`config.mk`:
```
export PLATFORM = sky130hd
export DESIGN_NAME = rf_port_arbiter
export DESIGN_NICKNAME = d
export VERILOG_FILES = /design/src/rtl/rf_port_arbiter.sv
export SDC_FILE = /design/constraint.sdc
export NUM_CORES = 1
export LEC_CHECK = 0
export ABC_AREA = 1
export CAP_MARGIN = 0
export CORE_MARGIN = 1.5
export CORE_UTILIZATION = 41
export CTS_BUF_LIST = sky130_fd_sc_hd__clkbuf_4
export CTS_CLUSTER_DIAMETER = 60
export DETAILED_ROUTE_END_ITERATION = 6
export PLACE_DENSITY_LB_ADDON = 0.08
export REMOVE_ABC_BUFFERS = 1
export SYNTH_ARGS = -nofsm -noshare
export SYNTH_HDL_FRONTEND = slang
export SYNTH_SLANG_ARGS = --single-unit
```
`constraint.sdc`:
```
create_clock -name clk -period 2.25 [get_ports clk]
set_input_delay 0.45 -clock clk [delete_from_list [all_inputs] [get_ports clk]]
set_output_delay 0.45 -clock clk [all_outputs]
set_load 0.03 [all_outputs]
```
`src/rtl/rf_port_arbiter.sv`:
```
// Round-robin arbiter sharing one RF read port and one RF write port
// between requesters A and B, with reset-time clear and write forwarding.
module rf_port_arbiter #(
    parameter int ADDR_W    = 4,
    parameter int DATA_W    = 16,
    parameter bit INIT_ZERO = 1'b1
) (
    input  logic              clk,
    input  logic              rst,
    input  logic              a_rd_req,
    input  logic [ADDR_W-1:0] a_raddr,
    output logic              a_rd_gnt,
    output logic              a_rd_vld,
    output logic [DATA_W-1:0] a_rdata,
    input  logic              a_wr_req,
    input  logic [ADDR_W-1:0] a_waddr,
    input  logic [DATA_W-1:0] a_wdata,
    output logic              a_wr_gnt,
    input  logic              b_rd_req,
    input  logic [ADDR_W-1:0] b_raddr,
    output logic              b_rd_gnt,
    output logic              b_rd_vld,
    output logic [DATA_W-1:0] b_rdata,
    input  logic              b_wr_req,
    input  logic [ADDR_W-1:0] b_waddr,
    input  logic [DATA_W-1:0] b_wdata,
    output logic              b_wr_gnt,
    output logic              init_done,
    output logic              mem_we,
    output logic              mem_re,
    output logic [ADDR_W-1:0] mem_waddr,
    output logic [ADDR_W-1:0] mem_raddr,
    output logic [DATA_W-1:0] mem_wdata,
    input  logic [DATA_W-1:0] mem_rdata
);

    localparam logic [0:0] S_INIT = 1'b0;
    localparam logic [0:0] S_RUN  = 1'b1;
    localparam logic [ADDR_W:0] LAST = {1'b0, {ADDR_W{1'b1}}};

    logic [0:0]      state;
    logic [ADDR_W:0] init_cnt;
    logic            run;
    logic            rd_pri_b;
    logic            wr_pri_b;
    logic            fwd;

    assign run       = (state == S_RUN);
    assign init_done = run;

    // Clear sequencer: walk every address once, then stay in RUN
    always_ff @(posedge clk or posedge rst) begin
        if (rst) begin
            state    <= S_INIT;
            init_cnt <= '0;
        end else if (state == S_INIT) begin
            if (INIT_ZERO)
                init_cnt <= init_cnt + 1'b1;
            if (!INIT_ZERO || init_cnt == LAST)
                state <= S_RUN;
        end
    end

    // Round-robin grants; a pointer of 1 means B wins a tie
    always_comb begin
        a_rd_gnt = run & a_rd_req & (~b_rd_req | ~rd_pri_b);
        b_rd_gnt = run & b_rd_req & (~a_rd_req | rd_pri_b);
        a_wr_gnt = run & a_wr_req & (~b_wr_req | ~wr_pri_b);
        b_wr_gnt = run & b_wr_req & (~a_wr_req | wr_pri_b);
    end

    // RF pin mux: clear pattern during INIT, grant winners in RUN
    always_comb begin
        mem_re    = a_rd_gnt | b_rd_gnt;
        mem_raddr = b_rd_gnt ? b_raddr : a_raddr;
        if (!run) begin
            mem_we    = INIT_ZERO;
            mem_waddr = init_cnt[ADDR_W-1:0];
            mem_wdata = '0;
        end else begin
            mem_we    = a_wr_gnt | b_wr_gnt;
            mem_waddr = b_wr_gnt ? b_waddr : a_waddr;
            mem_wdata = b_wr_gnt ? b_wdata : a_wdata;
        end
        fwd = mem_re & mem_we & (mem_raddr == mem_waddr);
    end

    // Read return path: the RF gives the old word on a same-address
    // collision, so the granted write data is substituted
    always_ff @(posedge clk or posedge rst) begin
        if (rst) begin
            a_rd_vld <= 1'b0;
            b_rd_vld <= 1'b0;
            a_rdata  <= '0;
            b_rdata  <= '0;
        end else begin
            a_rd_vld <= a_rd_gnt;
            b_rd_vld <= b_rd_gnt;
            if (a_rd_gnt)
                a_rdata <= fwd ? mem_wdata : mem_rdata;
            if (b_rd_gnt)
                b_rdata <= fwd ? mem_wdata : mem_rdata;
        end
    end

    // Per-port round-robin pointers, updated on every grant
    always_ff @(posedge clk or posedge rst) begin
        if (rst) begin
            rd_pri_b <= 1'b0;
            wr_pri_b <= 1'b0;
        end else begin
            if (a_rd_gnt)
                rd_pri_b <= 1'b1;
            else if (b_rd_gnt)
                rd_pri_b <= 1'b0;
            if (a_wr_gnt)
                wr_pri_b <= 1'b1;
            else if (b_wr_gnt)
                wr_pri_b <= 1'b0;
        end
    end

endmodule

```
==> results.json <==
{
  "outcome": "completed",
  "final_cell_mix": "nand2_1 (105), clkdlybuf4s50_1 (102), buf_4 (73), inv_1 (54), nand3_1 (53)",
  "via_per_inst": 4.86,
  "nNetsFinal": 610,
  "dp_hpwl_um": 6270,
  "die_h_um": 83.6,
  "pin_count": 135,
  "synth_top_area_frac": 0.395,
  "grt_pass1_wl_um": 14100,
  "ys_types": 32,
  "tightestPinTransition_ns": 0.474,
  "vias": 2995,
  "synth_seq_cells": 42,
  "grt_antenna_before_repair": 0,
  "combPwrFrac": 0.493,
  "dp.cells": 596,
  "finClkSkew_ns": 0.0107,
  "powerDensity_nw_per_um2": 546,
  "die_area_um2": 6980,
  "grt_use_met2": 0.441,
  "drv_cap": 0,
  "grt-ovfl-total": 0,
  "insertion_delay_ns": 0.35,
  "yosysTopAreaCell": "dfrtp_1",
  "max_stage_delay_ns": 0.41,
  "path_cells": "inv_1 > nand2_2 > nand2_4 > inv_2 > buf_8 > a22oi_2 > inv_1 > buf_4",
  "cts_tree": "built",
  "clock_power_share": 0.151,
  "fp-row-count": 29,
  "worst_setup_path_end_kind": "primary output",
  "cts-root-buf": "clkbuf_4",
  "pre_cts_slack_ns": -0.495,
  "grt_busiest_layer": "met2",
  "slowest_stage": "dfrtp_1",
  "ant_nets": 0,
  "grt_use_total": 0.250,
  "seq_area_frac_synth": 0.395,
  "pwr-share-seq": 0.355,
  "final_common_cell": "nand2_1",
  "yosys_warnings": 0,
  "max_clock_freq_mhz": 458,
  "port_buffers": 134,
  "clk_path_buf_depth": 2,
  "layout_setup_ws_ns": 0.0643,
  "start_util": 0.422,
  "maxSlewViolCount": 0,
  "h-tree-depth": 2,
  "cts_made_buffers": 5,
  "worstSetupPathType": "register to primary output",
  "period_share": 0.971,
  "critPathMaxFanout": 17,
  "path_clk_slew_ns": 0.14,
  "routedWlPerCell_um": 14.1,
  "required_ns": 1.80,
  "drt-pass1-iter-count": 4,
  "wl_um": 8700,
  "synth_area_um2": 2660,
  "synth_area_per_cell_um2": 7.56,
  "fp.dieW_um": 83.6,
  "max-slew-margin-rel": 0.684,
  "layout.cells.non_filler": 616,
  "hold_class": "input pin to asynchronous set/reset pin",
  "n_antenna_cell": 0,
  "critPathLaunchType": "register",
  "dr.first_iter.drc_count": 151,
  "vdd_drop_max_uv": 345,
  "leakagePower_nw": 2.44,
  "post-route-min-period_ns": 2.19,
  "cpMostUsedCell": "inv_1",
  "synthCells": 352,
  "arrival_ns": 1.74,
  "use_met3": 0.0574,
  "hold_viol_final": 0,
  "place.gp.congestion": 0.854,
  "sw_frac_of_total": 0.400,
  "cts.sinks": 42,
  "p_switching_mw": 1.02,
  "drc": 0,
  "core_um2": 6310,
  "first_global_vias": 2993,
  "cts_hold_buf": 0,
  "area_growth_pct": 74.6,
  "r2r_slack_ns": 0.19,
  "setup-violations-final": 0,
  "grt_max_degree": 23,
  "intPower_mw": 1.52,
  "layout-drive-gt1-share": 0.302,
  "met1_usage": 0.310,
  "synthTopCellsByArea": "dfrtp_1 (39%), nand2_1 (15%), nand3_1 (10%)"
}
## power groups by stage
stage	clock (mW)	combinational [mW]	sequential, mW
2_1_floorplan	0	0.422	1.09
3_3_place_gp	0	1.18	0.911
3_5_place_dp	0	1.19	0.913
4_1_cts	0.395	1.22	0.900
5_1_grt	0.433	1.34	0.914
6_report	0.384	1.25	0.903
## routing by layer
layer / share of wire / wire (um)
met1: 0.41 / 3610
met2: 0.50 / 4390
met3: 0.069 / 602
met4: 0.012 / 106
met5: 0 / 0
## cells in the mapped netlist
| master | n |
|---|---|
| nand2_2 | 16 |
| clkbuf_1 | 2 |
| buf_6 | 4 |
| nand3_2 | 12 |
| nand2_4 | 5 |
| dfrtp_1 | 42 |
| clkinv_4 | 1 |
| o211ai_1 | 1 |
| clkinv_2 | 1 |
| inv_2 | 3 |
| o21ai_2 | 1 |
| buf_2 | 4 |
| a22oi_1 | 16 |
| ha_1 | 2 |
| nor2_2 | 1 |
| nor2_4 | 1 |
| nand2_1 | 108 |
| nand3b_1 | 4 |
| nand4_1 | 1 |
| nor2_1 | 1 |
| nor2_8 | 1 |
| or2_2 | 2 |
| o21ai_0 | 4 |
| buf_1 | 1 |
| clkinv_1 | 2 |
| or2_1 | 1 |
| buf_4 | 1 |
| inv_4 | 1 |
| xor2_1 | 2 |
| inv_1 | 56 |
| nand3_4 | 2 |
| nand3_1 | 53 |
## what timing repair did
action	4_1_cts	5_1_grt
setup buffers	4	7
setup endpoints to repair	22	25
gates cloned	0	1
pin swaps	2	7
gates resized for setup	12	25
## registers in the layout (all words and copies together) (netlist names)
name       cells
a_rdata       16
b_rdata       16
init_cnt       5
a_rd_vld       1
b_rd_vld       1
init_done      1
rd_pri_b       1
wr_pri_b       1
## critical path: cells and delay by family (launching register included)
| family | cells | cell delay, ns |
|---|---|---|
| buf+inv | 5 | 0.56 |
| compound gates | 1 | 0.24 |
| flops | 1 | 0.41 |
| simple gates | 2 | 0.17 |
## worst paths after layout
check / start / end / cells past startpoint
min: rst / a_rdata[6]$_DFFE_PP0P_ / 2
max reg2reg: wr_pri_b$_DFFE_PP0P_ / b_rdata[15]$_DFFE_PP0N_ / 15
max in group asynchronous: rst / init_done$_DFF_PP0_ / 3
min in group clk: a_rdata[4]$_DFFE_PP0P_ / a_rdata[4]$_DFFE_PP0P_ / 2
min reg2reg: a_rdata[4]$_DFFE_PP0P_ / a_rdata[4]$_DFFE_PP0P_ / 2
max: wr_pri_b$_DFFE_PP0P_ / mem_wdata[7] / 8
## kinds of logic (layout without fill, tap and decap cells)
group | count (synthesis) | count (layout) | share of synthesized area
and+or+nand+nor | 208 | 209 | 0.405
adders and majority gates | 2 | 2 | 0.00940
DFF | 42 | 42 | 0.395
buffers and inverters | 76 | 262 | 0.125
xor gates and xnor gates | 2 | 2 | 0.00658
AOI/OAI and AO/OA | 22 | 22 | 0.0588
## layout make-up
cell class	instances	area [um2]
Clock buffer	5	37.5
Multi-Input combinational cell	235	1400
Clock inverter	3	21.3
Timing Repair Buffer	190	1790
Fill cell	488	1670
Tap cell	77	96.3
Inverter	64	251
Sequential cell	42	1050
## per-stage QoR
stage	hold WS, ns	total power, mW	TNS, ns	cell area (um2)	utilization
global placement	0.461	2.09	-11.68	4330	0.686
floorplan	0.453	1.51	-9.97	2580	-
global route	0.433	2.69	-0.126	4650	0.736
finish	0.418	2.54	0	4650	0.736
CTS	0.418	2.51	-0.129	4480	0.710
detailed placement	0.464	2.10	-15.08	4330	0.686
Note: power is estimated with default switching activity, not from simulation.
